## src/rtl/seq_detect_mealy_param.sv

```systemverilog
`default_nettype none
// ============================================================================
// Module      : seq_detect_mealy_param
// Description : Parametrised Mealy serial-pattern detector. Matches the last
//               N accepted bits (MSB = oldest) against a runtime-loadable
//               pattern, in overlapping or non-overlapping mode, and keeps a
//               saturating match counter with a sticky saturation flag.
// Revision    : 1.0 - initial release
// ============================================================================
module seq_detect_mealy_param #(
    parameter int             N         = 5,
    parameter logic [N-1:0]   RESET_PAT = 5'b10110,
    parameter int             CW        = 8
) (
    input  logic          clk,
    input  logic          rst,
    input  logic          en,
    input  logic          din,
    input  logic          pat_load,
    input  logic [N-1:0]  pat_in,
    input  logic          overlap,
    input  logic          cnt_clr,
    output logic          match,
    output logic          match_q,
    output logic [CW-1:0] match_cnt,
    output logic          cnt_sat
);

    // Fill counter must hold 0..N-1.
    localparam int            FW          = (N > 2) ? $clog2(N) : 1;
    localparam logic [FW-1:0] c_FILL_FULL = FW'(N - 1);
    localparam logic [CW-1:0] c_CNT_MAX   = {CW{1'b1}};
    localparam logic [CW-1:0] c_CNT_ONE   = CW'(1);

    logic [N-1:0]  r_pat;
    logic [N-2:0]  r_hist;      // last N-1 accepted bits, [0] newest
    logic [FW-1:0] r_fill;      // number of valid bits in r_hist
    logic          r_match_q;
    logic [CW-1:0] r_cnt;
    logic          r_sat;

    logic [N-1:0]  w_window;
    logic          w_accept;
    logic          w_match;
    logic [CW-1:0] w_cnt_next;
    logic          w_sat_next;

    // Candidate window: stored history plus the bit being presented now.
    assign w_window = {r_hist, din};
    assign w_accept = en & ~pat_load;
    assign w_match  = w_accept & ~rst & (r_fill == c_FILL_FULL) & (w_window == r_pat);

    assign match     = w_match;
    assign match_q   = r_match_q;
    assign match_cnt = r_cnt;
    assign cnt_sat   = r_sat;

    // Pattern register, bit history and fill level.
    always_ff @(posedge clk or posedge rst) begin
        if (rst) begin
            r_pat  <= RESET_PAT;
            r_hist <= '0;
            r_fill <= '0;
        end else if (pat_load) begin
            // A new pattern invalidates any partial progress.
            r_pat  <= pat_in;
            r_hist <= '0;
            r_fill <= '0;
        end else if (en) begin
            r_hist <= w_window[N-2:0];
            if (w_match) begin
                // Non-overlapping mode needs N fresh bits before the next hit.
                r_fill <= overlap ? c_FILL_FULL : '0;
            end else if (r_fill != c_FILL_FULL) begin
                r_fill <= r_fill + FW'(1);
            end
        end
    end

    // Next value of the saturating counter and its sticky flag.
    always_comb begin
        w_cnt_next = r_cnt;
        w_sat_next = r_sat;
        if (cnt_clr) begin
            w_cnt_next = w_match ? c_CNT_ONE : '0;
            w_sat_next = w_match & (c_CNT_ONE == c_CNT_MAX);
        end else if (w_match && (r_cnt != c_CNT_MAX)) begin
            w_cnt_next = r_cnt + c_CNT_ONE;
            w_sat_next = r_sat | ((r_cnt + c_CNT_ONE) == c_CNT_MAX);
        end
    end

    // Registered match copy, counter and saturation flag.
    always_ff @(posedge clk or posedge rst) begin
        if (rst) begin
            r_match_q <= 1'b0;
            r_cnt     <= '0;
            r_sat     <= 1'b0;
        end else begin
            r_match_q <= w_match;
            r_cnt     <= w_cnt_next;
            r_sat     <= w_sat_next;
        end
    end

endmodule
`default_nettype wire
```

## config.mk

```make
export PLATFORM = sky130hd
export DESIGN_NAME = seq_detect_mealy_param
export DESIGN_NICKNAME = d
export VERILOG_FILES = /design/src/rtl/seq_detect_mealy_param.sv
export SDC_FILE = /design/constraint.sdc
export NUM_CORES = 1
export LEC_CHECK = 0
export ABC_CLOCK_PERIOD_IN_PS = 1800
export CORE_AREA = 2 2 56 58
export CTS_BUF_LIST = sky130_fd_sc_hd__clkbuf_2 sky130_fd_sc_hd__clkbuf_4 sky130_fd_sc_hd__clkbuf_8
export CTS_CLUSTER_SIZE = 28
export DETAILED_ROUTE_END_ITERATION = 8
export DIE_AREA = 0 0 58 60
export PLACE_DENSITY_LB_ADDON = 0.05
export SYNTH_ARGS = -nofsm -noshare
export SYNTH_HDL_FRONTEND = slang
export SYNTH_SLANG_ARGS = --single-unit
```

## constraint.sdc

```tcl
create_clock -name clk -period 1.8 [get_ports clk]
set_clock_uncertainty 0.15 [all_clocks]
set_input_delay 0.18 -clock clk [delete_from_list [all_inputs] [get_ports clk]]
set_output_delay 0.18 -clock clk [all_outputs]
set_load 0.03 [all_outputs]
```

Word-level counts from Yosys, hierarchy flattened
Cells that the tools add are included. W data, S select, Z words.

Equality and inequality tests: 5. $add $sub $neg: 2. Reductions and logical operators: 5. Mux-type cells: 12. Bitwise gates (word level): 7.

Operators with widths (count): $mux W8 (2); $mux W3 (5); $add A8 B1 Y8 const B (1); $eq A8 B8 Y1 const B (1); $mux W4 (2); $ne A8 B8 Y1 const B (1); $eq A5 B5 Y1 (1); $and A1 B1 Y1 (4); $reduce_bool A2 Y1 (2); $add A3 B1 Y3 const B (1); $eq A3 B3 Y1 const B (1); $mux W1 (3); $ne A3 B3 Y1 const B (1); $reduce_bool A3 Y1 (1); $not A1 Y1 (2); $reduce_and A2 Y1 (1); $logic_and A1 B1 Y1 (1); $or A1 B1 Y1 (1).

Logic and storage cells: 37. Output and inout port bits: 11. Bits in registers: 22. Bits of input ports: 12.

Longest topological paths before layout
Gate-level depths: netlist of run 1.

Depth after elaboration: 8. Mapped depth: 7. Depth with buffers taken out: 6.

Least setup slack after synthesis of run 1
OpenSTA, ideal clock, no wires.

Path type: register -> register. Start: reg r_fill[0]. End: reg r_cnt[6] (netlist: match_cnt[6]). Data required time: 1.489 ns. Path slack: -0.129 ns. Arrival: 1.618 ns. Path buffers: 1. Setup time: 0.161 ns. Clock period less this slack: 1.929 ns. Cell stages (with the launch flop): 8. Cell sequence: dfrtp_1 inv_1 ha_1 and3b_1 clkbuf_4 nand3_1 nor2_1 a221oi_1.

Cells in the longest elaborated chain, start to end: 5.

RTL lines: from (decl) (RTL line 37) `logic [FW-1:0] r_fill;`; from (signal assigned) (RTL line 73) `r_fill <= overlap ? c_FILL_FULL : '0;`; from (signal assigned) (RTL line 75) `r_fill <= r_fill + FW'(1);`; $eq A3 B3 Y1 (RTL line 51) `assign w_match = w_accept & ~rst & (r_fill == c_FILL_FULL) & (w_window == r_pat);`; $and A1 B1 Y1 (2 in series) (RTL line 51); named net match (RTL line 23) `output logic match,`; $logic_and A1 B1 Y1 (RTL line 87) `end else if (w_match && (r_cnt != c_CNT_MAX)) begin`; $reduce_bool A2 Y1 (no source line); to (signal assigned) (RTL line 101) `r_cnt <= w_cnt_next;`; to (decl) (RTL line 39) `logic [CW-1:0] r_cnt;`.

The timed path passes the listed nets, and every way through them passes these cells. A chain may end at the register's enable or synchronous reset.

Worst setup path in the final report of run 1
Start: reg r_fill[1]. End: reg r_cnt[5] (netlist: match_cnt[5]).

Cells in the longest elaborated chain, start to end: 5.

RTL lines (RTL line): $eq A3 B3 Y1 (51); $and A1 B1 Y1 (2 in series) (51); $logic_and A1 B1 Y1 (87); $reduce_bool A2 Y1 (no source line).

No other way between the ends.

==> impl.org, run 1 <==
** Clock network
- At the later pin of the worst-skew pair, clock insertion delay measures 0.31 ns.
- Clk buf depth :: 2
- Number of clock sinks :: 22
- Clock transition at the registers of the reported paths :: 0.13 ns
- CTS root buffer :: sky130_fd_sc_hd__clkbuf_4
- In this run, CTS created clock tree buffers numbering 3.
- CTS H-tree lvls :: 1
- CTS tree :: built

** Min path
- Along the worst hold path, the cell count comes to 3.
- Min-Delay Path Class :: primary input to flop

** STA
- RSZ-0062 raised after global routing :: yes
- After routing, the total negative slack on setup checks comes to -0.6587 ns.
- Fmax achieved :: 511.6 MHz
- Setup ws final :: -0.1548 ns
- Of the available clock period, the critical path in the final layout requires 1.086.
- The final hold violation count is 0.
- At the pin with the least slew margin, the transition time is 0.4164 ns.
- Final count of negative-setup-slack endpoints :: 7
- In this run the tightest slew margin relative to its limit is 0.7217.
- Time the final worst path needs with I/O delays and setup :: 1.955 ns
- The number of max-slew violations in the final report came to 0.

** Power
- The internal power of the cells totals 858.1 µW.
- Of the total power, the share spent switching nets is 0.2382.
- Sequential Power Share :: 0.478
- Switching power :: 268.3 µW
- In this run the power density over the cells is 558.8 nW/µm².
- Max rail drop VDD :: 0.0005229 V
- Logic pwr share :: 0.179
- In this run the static leakage power is 0.9371 nW.
- Part of the power in the clock network :: 0.343

** Critical path
- Worst Setup Start Kind :: flop
- The worst setup path is of the flop to flop kind.
- STA classifies the critical path endpoint as a flop.
- Required time at the endpoint of the critical path :: 1.86 ns
- In this run the worst path has a maximum fanout of 3.
- FF-to-FF path depth :: 8
- Data arrives at the worst endpoint at 2.02 ns.

** Logic synthesis
- Synth Net Count :: 138
- Post-Synthesis Cell Area :: 1344 µm²
- Post-synthesis sequential element count :: 22
- Number of warning messages in the yosys log :: 0
- Most used flip-flop cell after synthesis :: sky130_fd_sc_hd__dfrtp_1
- The cell count after synthesis came out at 122.
- In the synthesized netlist the async set-or-reset flop fraction comes to 1.000.
- The synthesized netlist contains 45 unique library cells.
- Yosys mapped a number of flops with a built-in enable equal to 0.
- Avg Cell Area, Syn :: 11.01 µm²
- Post-synthesis sequential area ratio :: 0.4125

** Detailed routing
- In this run, the number of DRC markers left after iteration 0 of detailed routing was 31.
- The detail route stage leaves a number of antenna-violating nets equal to 0.
- Vias per cell :: 5.455
- For this run, design rule violations remaining after detail routing come to 0.
- First-pass iteration count of the detailed router :: 4
- Dividing the detail-routed wire length by the instance count gives 14.98 µm.
- Wires add up to 3130 µm.
- Via count of the routed design :: 1,140

** GRT
- Via count of the first global-routing pass :: 1,148
- Across every metal layer, demand over resource in global routing totals 0.2018.
- The first global-routing pass estimated 5299 µm of wire.
- Maximum number of pins on one net before global-route repair :: 17
- The number of antenna violations at the first check in global routing came to 0.
- The total overflow left after global routing is 0.

** Layout
- For this run, the post-layout net count is 193.
- After routing the design area is 2016 µm².
- In the final layout, the share of cells above drive strength 1 is 0.4034.
- Fill cells in the final layout number 224.
- The repair_antennas step left the layout with diodes totalling 0.
- Layout-stage area growth over the synthesis result :: 50.00%

** Floorplan
- Number of placed I/O pins :: 23
- The initial utilization of the core area, before any placement, comes to 0.4629.
- Die width :: 58 µm
- The floorplan has 20 rows.
- Core area :: 2903 µm²
- Die Area :: 3480 µm²
- From bottom edge to top edge, the die measures 60 µm.

** Placement
- Gp weighted congestion :: 0.8261
- Total half-perimeter wirelength after legalization and detailed placement :: 2180 µm
- Placed inst area :: 1779 µm²
- # port buffers :: 22

** Outcome
- The run finished, with violations left.
- Violations in the final reports :: setup timing

** Job
- Max-cap violations in this run came to 0.
## Yosys cell counts, types with 2 or more instances
| cell type | instances | share of area |
|---|---|---|
| sky130_fd_sc_hd__nand2_1 | 4 | 0.011 |
| sky130_fd_sc_hd__dfrtp_1 | 19 | 0.35 |
| sky130_fd_sc_hd__inv_1 | 8 | 0.022 |
| sky130_fd_sc_hd__or4_1 | 2 | 0.011 |
| sky130_fd_sc_hd__nor2b_1 | 4 | 0.019 |
| sky130_fd_sc_hd__nor3b_1 | 2 | 0.011 |
| sky130_fd_sc_hd__a21oi_1 | 5 | 0.019 |
| sky130_fd_sc_hd__and3_1 | 2 | 0.0093 |
| sky130_fd_sc_hd__xnor2_4 | 3 | 0.061 |
| sky130_fd_sc_hd__a31oi_1 | 2 | 0.0093 |
| sky130_fd_sc_hd__o21ai_0 | 2 | 0.0074 |
| sky130_fd_sc_hd__mux2i_1 | 5 | 0.037 |
| sky130_fd_sc_hd__xnor2_1 | 3 | 0.020 |
| sky130_fd_sc_hd__o31ai_1 | 2 | 0.011 |
| sky130_fd_sc_hd__and3b_1 | 2 | 0.013 |
| sky130_fd_sc_hd__mux2_2 | 7 | 0.059 |
| sky130_fd_sc_hd__dfstp_2 | 3 | 0.059 |
| sky130_fd_sc_hd__ha_1 | 4 | 0.037 |
| sky130_fd_sc_hd__nand4_1 | 3 | 0.014 |
| sky130_fd_sc_hd__nand3_1 | 2 | 0.0074 |
| sky130_fd_sc_hd__o211ai_1 | 2 | 0.011 |
| sky130_fd_sc_hd__mux2_1 | 2 | 0.017 |
| sky130_fd_sc_hd__nor2_1 | 10 | 0.028 |
| sky130_fd_sc_hd__nor4_1 | 3 | 0.014 |
## worst max-delay path, stage by stage, from the launching register on
cell                       delay, ns
sky130_fd_sc_hd__dfrtp_1        0.41
sky130_fd_sc_hd__inv_2          0.08
sky130_fd_sc_hd__ha_4           0.13
sky130_fd_sc_hd__and3b_2        0.20
sky130_fd_sc_hd__buf_6          0.11
sky130_fd_sc_hd__o211ai_1       0.12
sky130_fd_sc_hd__buf_4          0.18
sky130_fd_sc_hd__nor4_4         0.17
sky130_fd_sc_hd__mux2_4         0.33
## timing repair
item	4_1_cts	5_1_grt
hold buffers	1	0
resized for setup	24	8
setup buffers	4	3
endpoints found under the setup margin	13	11
pin swaps	4	7
hold endpoints to repair	6	0
## power groups by stage
| stage | Combinational (mW) | Sequential, mW | Clock (mW) |
|---|---|---|---|
| after floorplan | 0.104 | 0.546 | 0 |
| final | 0.202 | 0.538 | 0.386 |
| after global routing | 0.223 | 0.541 | 0.413 |
| after global placement | 0.170 | 0.547 | 0 |
| after CTS | 0.192 | 0.538 | 0.389 |
| after detailed placement | 0.173 | 0.548 | 0 |
## state kept, by name, indices dropped and copies added, names as in the netlist
signal	flops
r_hist	4
cnt_sat	1
match_q	1
match_cnt	8
r_fill	3
r_pat	5
## cell usage in the layout (no fill, tap or decap), drive strengths merged, types with 2 or more instances in the layout
cell	Yosys	routed
dfrtp	19	19
o21ai	2	2
or4	2	2
nand3	2	2
buf	1	32
clkdlybuf4s50	0	14
nand4	4	4
o31ai	2	2
nor3b	2	2
nor2	10	10
a31oi	2	2
nor2b	4	4
a21oi	5	5
ha	4	4
mux2i	5	5
nand2	4	4
mux2	9	9
clkbuf	3	3
inv	8	8
dlygate4sd2	0	7
dfstp	3	3
and3b	2	2
and4	2	2
and3	3	3
nor4	3	3
o211ai	2	2
xnor2	7	7
## layout make-up
| type | count | area (µm²) | area share |
|---|---|---|---|
| multi-input combinational | 88 | 847.1 | 0.4202 |
| sequential | 22 | 556.8 | 0.2762 |
| timing repair buffer | 54 | 488.0 | 0.2421 |
| tap | 33 | 41.29 | 0.02048 |
| clock inverter | 1 | 30.03 | 0.01490 |
| inverter | 8 | 30.03 | 0.01490 |
| clock buffer | 3 | 22.52 | 0.01117 |
## metal layers
metal  vias up  share of wire  global-route usage
met4         0          0.018             0.07973
met2        37           0.50              0.3442
met1       545           0.43              0.2541
met3         6          0.045             0.03680
met5         -              0                   0
li1        552              -                   -
## logic make-up (layout without fill, tap and decap cells)
group,after synthesis,in the layout,synth area share
AO/OA/AOI/OAI,18,18,0.08938
XOR/XNOR,8,8,0.09964
adder cells (fa/ha/maj),4,4,0.03725
buffers and inverters,12,66,0.04376
flip-flops,22,22,0.4125
multiplexers,14,14,0.1127
AND/OR/NAND/NOR,44,44,0.2048
## per-stage QoR
stage                     total power, mW  hold WS [ns]    util  setup slack (ns)  instances
after global routing                1.177        0.2828  0.6944           -0.2296        209
after detailed placement           0.7207        0.3219  0.6129           -0.3032        197
after CTS                           1.120        0.2650  0.6759           -0.1381        206
after floorplan                    0.6497       0.01686       -          -0.02318        122
after global placement             0.7172        0.3228  0.6129           -0.2173        197
final                               1.126        0.2687  0.6944           -0.1548        209
## worst paths after layout
| path | startpoint | end | slack [ns] |
|---|---|---|---|
| setup / recovery | r_fill[1] | match_cnt[5] | -0.15 |
| max in group asynchronous | rst | r_pat[4] | 0.52 |
| min in group asynchronous | rst | r_fill[2] | 0.51 |
| setup reg to reg | r_fill[1] | match_cnt[5] | -0.15 |
| hold / removal | overlap | r_fill[2] | 0.27 |
| hold reg to reg | cnt_sat | cnt_sat | 0.35 |
Power figures use the tool's default switching activity.
==> run 2, diff against run 1 <==
Settings changed: ABC_CLOCK_PERIOD_IN_PS 1800 to 2300, CORE_AREA 2 2 56 58 to 2 2 52 54, DIE_AREA 0 0 58 60 to 0 0 54 56.
Clock period 1.8 ns to 2.3 ns, I/O delays scaled along.
==> run 2 against run 1 <==
Compared with the run above: the run now ends clean; clock-buffer cell count up 1; register-to-register slack better by 0.43 ns; sequential power down 22%; via count down 11%; global-route usage up 0.063 points; flip-flop and latch count unchanged; core utilization down 1.2 points; highest routed layer unchanged; largest cell class unchanged; die area down 13%; critical path type is now flop to output port; cell area down 18%; critical path depth down 2; non-clock buffer count down 25.
==> impl.org, run 2 (synthesis gave the netlist of run 1 again) <==
** Outcome
- The flow ran to the end, and the final reports show no timing, DRC or antenna violations.

** Clock network
- Hold-fix buffers, CTS :: 0
- No sink is reached through more buffers than the 2 on the longest clock path.
- Count of buffers added by post-CTS timing repair for setup :: 0
- Clk Latency, worst-skew pair :: 0.30 ns
- Cts bufs inserted :: 3
- Post-cts sizing count :: 0
- TritonCTS built the clock tree.
- The tree built by TritonCTS fans out to 22 sinks.
- In this run the number of H-tree levels came out at 1.
- CTS root buffer :: sky130_fd_sc_hd__clkbuf_4
- Clock-pin slew was measured on the worst setup and hold paths at 0.12 ns.

** Floorplan
- The floorplan step set the die height to 56 µm.
- Starting Density :: 0.5525
- The die covers 3024 µm².
- In this run the standard cell core region covers 2432 µm².
- The initialized floorplan defines 18 standard-cell rows.
- During I/O placement, the number of pins put on the boundary was 23.
- The floorplan step set the die width to 54 µm.

** Critical path
- Maximum net fanout on the critical path :: 5
- In this run the critical register-to-register path is captured at match_cnt[4].
- Worst setup path end :: match
- Worst Setup Start Kind :: flop
- Required time at the endpoint of the critical path :: 1.92 ns
- The startpoint identified for the worst register-to-register timing path is r_fill[1].
- Number of buffer and inverter instances along the worst setup path :: 2
- Cell with the biggest individual delay on the critical path :: sky130_fd_sc_hd__dfrtp_1
- Critical path launch point :: r_fill[1]
- Broken down by cell family, the worst path's largest delay share belongs to simple AND/OR/NAND/NOR gates.
- In this run the number of cells on the critical path is 6.
- Traced cell by cell, the critical path runs through inv_1, ha_1, and3b_1, nand3_1, nor2_1, buf_4.
- In this run the register-to-register setup slack is 0.28 ns.
- On the worst path, the slowest cell contributes a delay of 0.42 ns.
- Counting cells, the worst reg-to-reg path comes to 7.
- Worst path arrival time :: 1.76 ns
- STA classifies the critical path endpoint as an output port.
- Crit path kind :: flop to output port

** Placement
- # port buffers :: 22
- Total half-perimeter wirelength after legalization and detailed placement :: 2072 µm
- Post-placement worst setup slack :: 0.2059 ns
- Once placement completed, the tool counted placed cells totaling 177.
- Gp weighted congestion :: 0.7612

** STA
- Max Transition Viols Final :: 0
- Setup violations remaining at the end of the flow were counted as 0.
- In the finished design, the share of the clock period the worst path needs comes to 0.9293.
- Measured slew at the worst slew-check pin :: 0.3105 ns
- Final hold violations :: 0
- Headroom to the max-slew limit came out at 0.7923.
- RSZ-0062 raised after global routing :: no
- Setup ws final :: 0.1626 ns
- Fin Setup TNS :: 0 ns
- Derived from the worst setup path, the maximum achievable clock frequency is 467.9 MHz.
- Time the final worst path needs with I/O delays and setup :: 2.137 ns

** Job
- Across the run, the number of max-cap violations was 0.

** Layout
- The register with the most flip-flops in the layout has 8 of them.
- For this run, the number of standard cells in the final layout without fillers is 181.
- Final standard cell utilization of the core :: 0.6821
- Final-stage net count :: 168
- Number of fillers in the final layout :: 198
- Multi-input combinational cell area :: 730.7 µm²
- Registers take 554.3 µm².
- Of the cells placed in the final design, the portion with a size suffix greater than 1 is 0.1987.
- Layout-stage area growth over the synthesis result :: 23.46%
- Diode insertion count for antenna repair :: 0
- Most common library cell in the layout ignoring fill and taps :: sky130_fd_sc_hd__clkdlybuf4s50_1
- The top cell types in the final layout, fill and taps aside, are 21 x sky130_fd_sc_hd__clkdlybuf4s50_1, 19 x sky130_fd_sc_hd__dfrtp_1, 10 x sky130_fd_sc_hd__nor2_1, 8 x sky130_fd_sc_hd__inv_1, 8 x sky130_fd_sc_hd__buf_4.

** Power
- Summed over all cells, the static leakage comes to 0.7171 nW.
- The design draws 750.0 µW.
- The worst-case IR drop observed on VDD is 0.0004013 V.
- Power spread over the standard cell area amounts to 452.0 nW/µm².

** GRT
- Entering global routing, the biggest net connects 23 pins.
- Initial antenna violation count :: 0
- GRT Resource Usage Total :: 0.2025
- Total global routing overflow :: 0
- Via count of the first global-routing pass :: 1,061
- The first global-routing pass estimated 4581 µm of wire.

** Detailed routing
- DRC Markers :: 0
- The pre-antenna-repair detailed-routing pass consisted of 4 iterations.
- Vias per cell :: 5.624
- Antenna Nets Post-Route :: 0
- Iteration-0 DRC Markers :: 15
- After detailed routing, the average wire length per cell comes to 14.85 µm.
- Detailed routing inserted a total of 1,018 vias.
- Routed Wire Length :: 2687 µm

** Min path
- The path class of the tightest hold or removal check is primary input to asynchronous set/reset pin.
## run 2: cell count changes in the layout (fill, tap and decap cells not counted), sizes merged
cell / delta
dlygate4sd3: -1
clkdlybuf4s50: +7
dlygate4sd2: -7
buf: -24
bufinv: -1
clkbuf: +1
## run 2: area by class of cell
class,count,area share
Inverter,8,0.01810
Sequential cell,22,0.3341
Multi-Input combinational cell,88,0.4404
Tap cell,30,0.02262
Clock buffer,4,0.02187
Timing Repair Buffer,29,0.1629
## run 2: worst min-delay path by stage
stage,startpoint,end,slack [ns],depth (start not counted)
floorplan,rst,cnt_sat,0.07,1
global placement,cnt_sat,cnt_sat,0.33,1
detailed placement,cnt_sat,cnt_sat,0.36,1
CTS,rst,match_cnt[0],0.15,3
global route,rst,match_q,0.17,3
finish,rst,match_cnt[0],0.14,3
## run 2: metal layers
metal / vias up / wire length, µm / global-route usage / part of all wire
met4: 0 / 15 / 0.04286 / 0.0056
met2: 22 / 1473 / 0.3746 / 0.55
li1: 503 / - / - / -
met3: 2 / 91 / 0.03226 / 0.034
met1: 491 / 1106 / 0.2350 / 0.41
met5: - / 0 / 0 / 0
## run 2: worst register-to-register path, stage by stage, from the launching register on
cell	delay, ns
sky130_fd_sc_hd__dfrtp_1	0.42
sky130_fd_sc_hd__inv_1	0.09
sky130_fd_sc_hd__ha_1	0.17
sky130_fd_sc_hd__and3b_1	0.26
sky130_fd_sc_hd__buf_4	0.15
sky130_fd_sc_hd__o211ai_1	0.10
sky130_fd_sc_hd__or4_1	0.43
sky130_fd_sc_hd__a21oi_1	0.18
## run 2: report_power, final
| part | switching (mW) | internal [mW] | total, mW |
|---|---|---|---|
| logic | 0.0515 | 0.0644 | 0.116 |
| clock network | 0.115 | 0.0965 | 0.212 |
| registers | 0.0176 | 0.405 | 0.422 |
## run 2: metrics by stage
| stage | hold WS [ns] | cell area [µm²] |
|---|---|---|
| 5_1_grt | 0.1672 | 1659 |
| 3_5_place_dp | 0.3564 | 1623 |
| 3_3_place_gp | 0.3330 | 1623 |
| 2_1_floorplan | 0.06700 | 1344 |
| 6_report | 0.1401 | 1659 |
| 4_1_cts | 0.1472 | 1659 |
